<file path="src/rtl/hood_mode_ctrl.sv">
// Range-hood mode sequencer: panel button decode, hurricane/self-clean countdowns, hand_clean pulse.
// Optional HURR_REARM_EN: re-arms the hurricane budget on every OFF->STANDBY power-up.
module hood_mode_ctrl #(
  parameter int HURR_SECS  = 60,
  parameter int CLEAN_SECS = 180
) (
  input  logic       clk_1hz,
  input  logic       rst,
  input  logic       power_btn,
  input  logic       menu_btn,
  input  logic       gear1_btn,
  input  logic       gear2_btn,
  input  logic       gear3_btn,
  input  logic       clean_btn,
  output logic [2:0] mode_state,
  output logic       machine_state,
  output logic       hurricane_avail,
  output logic [7:0] countdown_sec,
  output logic       hand_clean
);

  typedef enum logic [2:0] {S_OFF, S_STBY, S_G1, S_G2, S_G3, S_CLEAN} state_t;

  state_t     state_q, state_d;
  logic [5:0] btn, btn_q, e;
  logic [7:0] cnt_d;
  logic       avail_d, mexit_q, mexit_d, hand_d;
  logic [2:0] mode_d;

  // bit order is the priority order: power, menu, clean, gear3, gear2, gear1
  assign btn = {power_btn, menu_btn, clean_btn, gear3_btn, gear2_btn, gear1_btn};
  assign e   = btn & ~btn_q;

  always_comb begin
    state_d = state_q;
    cnt_d   = countdown_sec;
    avail_d = hurricane_avail;
    mexit_d = mexit_q;
    hand_d  = 1'b0;
    case (state_q)
      S_OFF: if (e[5]) begin
        state_d = S_STBY;
`ifdef HURR_REARM_EN
        avail_d = 1'b1;
`endif
      end
      S_STBY, S_G1, S_G2: begin
        if (e[5]) begin
          state_d = S_OFF;
          cnt_d   = 8'd0;
          mexit_d = 1'b0;
        end else if (e[4] && state_q != S_STBY) begin
          state_d = S_STBY;
        end else if (e[3] && state_q == S_STBY) begin
          state_d = S_CLEAN;
          cnt_d   = 8'(CLEAN_SECS);
        end else if (e[2]) begin
          if (hurricane_avail) begin
            state_d = S_G3;
            cnt_d   = 8'(HURR_SECS);
            avail_d = 1'b0;
          end
        end else if (e[1]) begin
          state_d = S_G2;
        end else if (e[0]) begin
          state_d = S_G1;
        end
      end
      S_G3: begin
        if (e[5]) begin
          state_d = S_OFF;
          cnt_d   = 8'd0;
          mexit_d = 1'b0;
        end else begin
          if (e[4]) mexit_d = 1'b1;
          if (countdown_sec <= 8'd1) begin
            // menu during hurricane only chooses where the timed exit lands
            state_d = mexit_q ? S_STBY : S_G2;
            cnt_d   = 8'd0;
            mexit_d = 1'b0;
          end else begin
            cnt_d = countdown_sec - 8'd1;
          end
        end
      end
      S_CLEAN: begin
        if (e[5]) begin
          state_d = S_OFF;
          cnt_d   = 8'd0;
          mexit_d = 1'b0;
        end else if (countdown_sec <= 8'd1) begin
          state_d = S_STBY;
          cnt_d   = 8'd0;
          hand_d  = 1'b1;
        end else begin
          cnt_d = countdown_sec - 8'd1;
        end
      end
      default: begin
        state_d = S_OFF;
        cnt_d   = 8'd0;
        mexit_d = 1'b0;
      end
    endcase
  end

  always_comb begin
    mode_d = 3'b000;
    case (state_d)
      S_G1:    mode_d = 3'b001;
      S_G2:    mode_d = 3'b010;
      S_G3:    mode_d = 3'b011;
      S_CLEAN: mode_d = 3'b100;
      default: mode_d = 3'b000;
    endcase
  end

  always_ff @(posedge clk_1hz or negedge rst) begin
    if (!rst) begin
      state_q         <= S_OFF;
      btn_q           <= '0;
      mexit_q         <= 1'b0;
      mode_state      <= 3'b000;
      machine_state   <= 1'b0;
      hurricane_avail <= 1'b1;
      countdown_sec   <= 8'd0;
      hand_clean      <= 1'b0;
    end else begin
      state_q         <= state_d;
      btn_q           <= btn;
      mexit_q         <= mexit_d;
      mode_state      <= mode_d;
      machine_state   <= (state_d != S_OFF);
      hurricane_avail <= avail_d;
      countdown_sec   <= cnt_d;
      hand_clean      <= hand_d;
    end
  end

endmodule
</file>
<file path="config.mk">
export PLATFORM = sky130hd
export DESIGN_NAME = hood_mode_ctrl
export DESIGN_NICKNAME = d
export VERILOG_FILES = /design/src/rtl/hood_mode_ctrl.sv
export SDC_FILE = /design/constraint.sdc
export NUM_CORES = 1
export LEC_CHECK = 0
export CAP_MARGIN = 20
export CORE_ASPECT_RATIO = 0.8
export CORE_MARGIN = 3
export CORE_UTILIZATION = 50
export CTS_CLUSTER_SIZE = 14
export DETAILED_ROUTE_END_ITERATION = 16
export PLACE_DENSITY = 0.77
export SLEW_MARGIN = 15
export SYNTH_ARGS = -nofsm -noshare
export SYNTH_HDL_FRONTEND = slang
export SYNTH_SLANG_ARGS = --single-unit
export TNS_END_PERCENT = 100
</file>
<file path="constraint.sdc">
create_clock -name clk_1hz -period 1.9 [get_ports clk_1hz]
set_input_delay 0.38 -clock clk_1hz [delete_from_list [all_inputs] [get_ports clk_1hz]]
set_output_delay 0.38 -clock clk_1hz [all_outputs]
set_load 0.01 [all_outputs]
</file>
Yosys cells after proc, flatten, opt, wreduce, memory -nomap -nowiden
Cells that the tools add are included.

Input port bits: 8. Output and inout port bits: 14. Word-level logic and storage cells: 72. Bits in registers: 24.

Muxes and demuxes: 31. Add/subtract/negate cells: 1. Reductions and logical operators: 10. Order comparisons: 1. Equal/unequal tests: 15. Bitwise operators: 6.

Operators with widths (number): 8-bit two-way mux (7); 3-bit two-way mux (12); 3-bit one-hot mux with 4 select lines (2); 8-bit one-hot mux with 3 select lines (1); 3-bit by 2-bit equality test with 1-bit output (second input constant) (4); 3-bit equality test (second input constant) (4); 4-bit inequality test (second input constant) (3); 8-bit by 1-bit less-or-equal comparator with 1-bit output (second input constant) (1); 8-bit by 1-bit subtractor with 8-bit output (second input constant) (1); 1-bit two-way mux (7); 6-bit AND (1); 6-bit NOT (1); 5-bit AND reduction (1); 1-bit NOT (4); 4-bit AND reduction (1); 4-bit OR reduction (1); 3-bit by 1-bit equality test with 1-bit output (second input constant) (1); 3-bit logical NOT (1); 3-bit by 1-bit inequality test with 1-bit output (second input constant) (1); 3-bit inequality test (second input constant) (1); 1-bit one-hot mux with 3 select lines (1); 3-bit AND reduction (1); 3-bit nonzero test (1); 3-bit OR reduction (1); 4 further kinds (5).

Logic depth before layout (Yosys ltp)
Depth in word-level cells: 11. Depth in mapped cells: 6. Depth with buffers taken out: 6.

Least setup slack after synthesis
No wires, ideal clock.

Path kind: flip-flop to flip-flop. Start point: register countdown_sec[0]. End point: register countdown_sec[6]. Path buffers: 0. Setup slack: 0.137 ns. Library setup time: 0.082 ns. Data arrival time: 1.681 ns. Period minus slack after synthesis: 1.763 ns. Required time: 1.818 ns. Cell stages (with the launch flop): 7. Cells stage by stage: dfrtp_1 -> inv_1 -> ha_1 -> o211ai_1 -> nor2b_1 -> a41oi_1 -> a31oi_1.

Cells in the longest elaborated chain, start to end: 4. Elaborated cells between the ends (all ways): 5. Classes of those cells: add/sub (1); order compare (1); mux (3).

RTL lines: start, declared (RTL line 18) `output logic [7:0] countdown_sec,`; start signal, assigned (RTL line 135) `countdown_sec <= cnt_d;`; 8-bit by 1-bit subtractor with 8-bit output or 8-bit by 1-bit less-or-equal comparator with 1-bit output (tied branches); 8-bit two-way mux (*) (RTL line 76, 91); 8-bit two-way mux (*) (RTL line 87) `if (e[5]) begin`; 8-bit one-hot mux with 3 select lines (*) (RTL line 40) `case (state_q)`.

Every way passes the cells marked *; elsewhere a longest branch is shown, timed or not. A chain may end at the register's enable or synchronous reset.

Worst setup path in the final report
Start point: register countdown_sec[4]. End point: output port countdown_sec[4].

No word-level cell between the ends.

==> impl_metrics.yaml <==
synthesis:
  yosysSeqAreaShare_pct: 47.5
  async_reset_ff_share_pct: 100
  synthCells: 123
  synth_top_area_cell: "dfrtp_1"
  synth.distinct_cells: 48
  syn_area_sq_mm: 0.00127
  syn_nets: 133
  synth_edf_count: 0
  synth.area.top_cells: "dfrtp_1 45%, nor2b_1 3.5%, nor2_1 3.3%"
  yosys_register_bits: 24
  synth_top_flop_cell: "dfrtp_1"
  yosys_warnings: 0
  syn_area_per_cell_sq_um: 10.3
  synthDominantCellAreaShare_pct: 45.5
setup_path:
  path_class: "reg -> out"
  cp.arrival_ps: 1460
  cp-start-kind: "register"
  endpoint_kind: "output port"
  cp.required_ps: 1520
  cp_max_fo: 7
final_layout:
  fin_util_pct: 77.1
  area_growth_pct: 38.2
  drive_gt1_share_pct: 25.1
  fin_cells: 205
  nFillCells: 169
  diodes: 0
  final_nets: 182
global_route:
  grt_pass1_vias: 1126
  track_usage_pct: 22.1
  grt_pass1_wl_microns: 5350
  antenna_found_initial: 0
  grt_max_degree: 17
  gr-total-overflow: 0
clocking:
  clock_sinks: 24
  cts_tree: "built"
  clk_pin_slew_ps: 130
  clockBufferDepth: 2
  cts-buffers-inserted: 3
  clk_latency_ps: 320
  clock-root-buffer: "clkbuf_4"
  cts.htree.levels: 1
power:
  p_leak_uw: 0.000792
  power_uw: 2460
  p_per_area_mw_per_mm2: 1410
  ir_worst_vdd_v: 0.000708
detailed_routing:
  wl_per_cell_microns: 15.4
  met1_length_microns: 1460
  route.detailed.drc: 0
  vias_per_cell: 5.55
  drtPass1Iterations: 4
  drt_iter0_markers: 64
  wl_met3_microns: 226
  met2_length_microns: 1440
  wl_microns: 3160
  vias: 1137
  highest-signal-layer: "met4"
  ant_nets: 0
floorplan:
  core-area_sq_mm: 0.00227
  die_w_microns: 62.3
  dieArea_sq_mm: 0.00318
  rows: 15
  die_h_microns: 51.0
  initial_core_util_pct: 55.8
  ios: 22
placement:
  io_buffers: 21
  place.gp.congestion: 0.936
  dp.cells: 199
  dp_hpwl_microns: 2380
sta:
  hold_violations: 0
  skew_ps: 4.83
  report.final.slew_viol_count: 0
  fin_crit_sh_pct: 96.9
  max_slew_margin_pct: 74.9
  setup_violations: 0
  post-route-min-period_ps: 1840
  max_slew.worst_pin.slew_ps: 376
  max_freq_mhz: 543
  rsz0062_at_grt: "true"
flow_run:
  drv_cap: 0
hold_path:
  hold_class: "in -> async"
status:
  status: "finished clean"
layer usage:
layer,vias to the layer above,global-route usage [%]
met5,-,0
met4,0,5.13
met3,4,5.05
met2,35,35.0
met1,551,31.2
li1,547,-
synth_stat cells (2+ instances only):
cell type / n
a21o_1: 2
a21oi_1: 5
a31oi_1: 3
dfrtp_1: 23
ha_1: 2
inv_1: 8
mux2i_1: 2
nand2_1: 5
nand2b_1: 3
nand3_1: 4
nand3b_1: 4
nor2_1: 11
nor2b_1: 7
nor3_1: 3
o211ai_1: 4
o21ai_1: 2
o221a_2: 2
or3_1: 3
worst max-delay path, stage by stage (launching register included):
cell and delay (ps):
dfrtp_1 420, buf_4 180, clkdlybuf4s50_1 550
path summary, 6_finish.rpt:
kind,from,endpoint,slack [ps],cells after the start
hold / removal,rst,btn_q[4],330,1
setup reg to reg,countdown_sec[0],countdown_sec[7],80,6
min in group clk_1hz,hurricane_avail,hurricane_avail,490,2
max in group asynchronous,rst,btn_q[1],1020,2
hold reg to reg,hurricane_avail,hurricane_avail,490,2
setup / recovery,countdown_sec[4],countdown_sec[4],60,2
per-stage QoR:
| stage | TNS (ps) | hold slack [ps] | area (sq um) | setup WS, ps |
|---|---|---|---|---|
| 5_1_grt | -29.3 | 337 | 1750 | -17.2 |
| 3_5_place_dp | -1220 | 457 | 1680 | -263 |
| 4_1_cts | 0 | 329 | 1710 | 64.5 |
| 6_report | 0 | 328 | 1750 | 58.8 |
| 2_1_floorplan | 0 | 84.4 | 1270 | 137 |
| 3_3_place_gp | -740 | 450 | 1680 | -163 |
what timing repair did:
| action | CTS | global route |
|---|---|---|
| endpoints found under the setup margin | 0 | 9 |
| setup buffers | 0 | 2 |
| resized for setup | 0 | 5 |
| hold buffers | 0 | 0 |
sequential cells by signal (all words and copies together) (netlist names):
| name | count |
|---|---|
| machine_state | 1 |
| mode_state | 3 |
| btn_q | 6 |
| state_q | 3 |
| countdown_sec | 8 |
| hand_clean | 1 |
| mexit_q | 1 |
| hurricane_avail | 1 |
layout make-up:
cell class,instances,area [sq um],share of cell area (%)
clock buffers,4,36.3,2.07
inverters,8,30.0,1.72
multi-input cells,88,632,36.1
flip-flops and latches,24,602,34.4
well taps,34,42.5,2.43
repair buffers,47,408,23.3
layout by cell type (no fill, tap or decap), types with 2 or more instances in the layout:
cell type	n
a31oi_1	3
o211ai_1	4
o21ai_1	2
nor3_1	3
o221a_2	2
nand3b_1	4
or3_1	3
nand2b_1	3
nand2_1	5
ha_1	2
clkdlybuf4s50_1	20
nand3_1	4
inv_1	8
a21o_1	2
mux2i_1	2
a21oi_1	5
nor2_1	11
nor2b_1	7
clkbuf_4	3
dfrtp_1	23
buf_4	26
logic make-up (layout without fill, tap and decap cells):
logic type               count (synthesis)  after routing  synth area share, %
XOR/XNOR                                 1              1                0.692
multiplexers                             2              2                 1.58
AO/OA/AOI/OAI                           32             32                 19.6
flip-flops                              24             24                 47.5
buffers and inverters                   11             59                 4.25
AND/OR/NAND/NOR                         51             51                 24.4
adder cells (fa/ha/maj)                  2              2                 1.98
power breakdown:
part / switching, uW / internal (uW) / total (uW)
Combinational: 643 / 728 / 1370
Clock: 155 / 117 / 273
Sequential: 154 / 665 / 820
Total: 952 / 1510 / 2460
(Power assumes the default switching activity.)
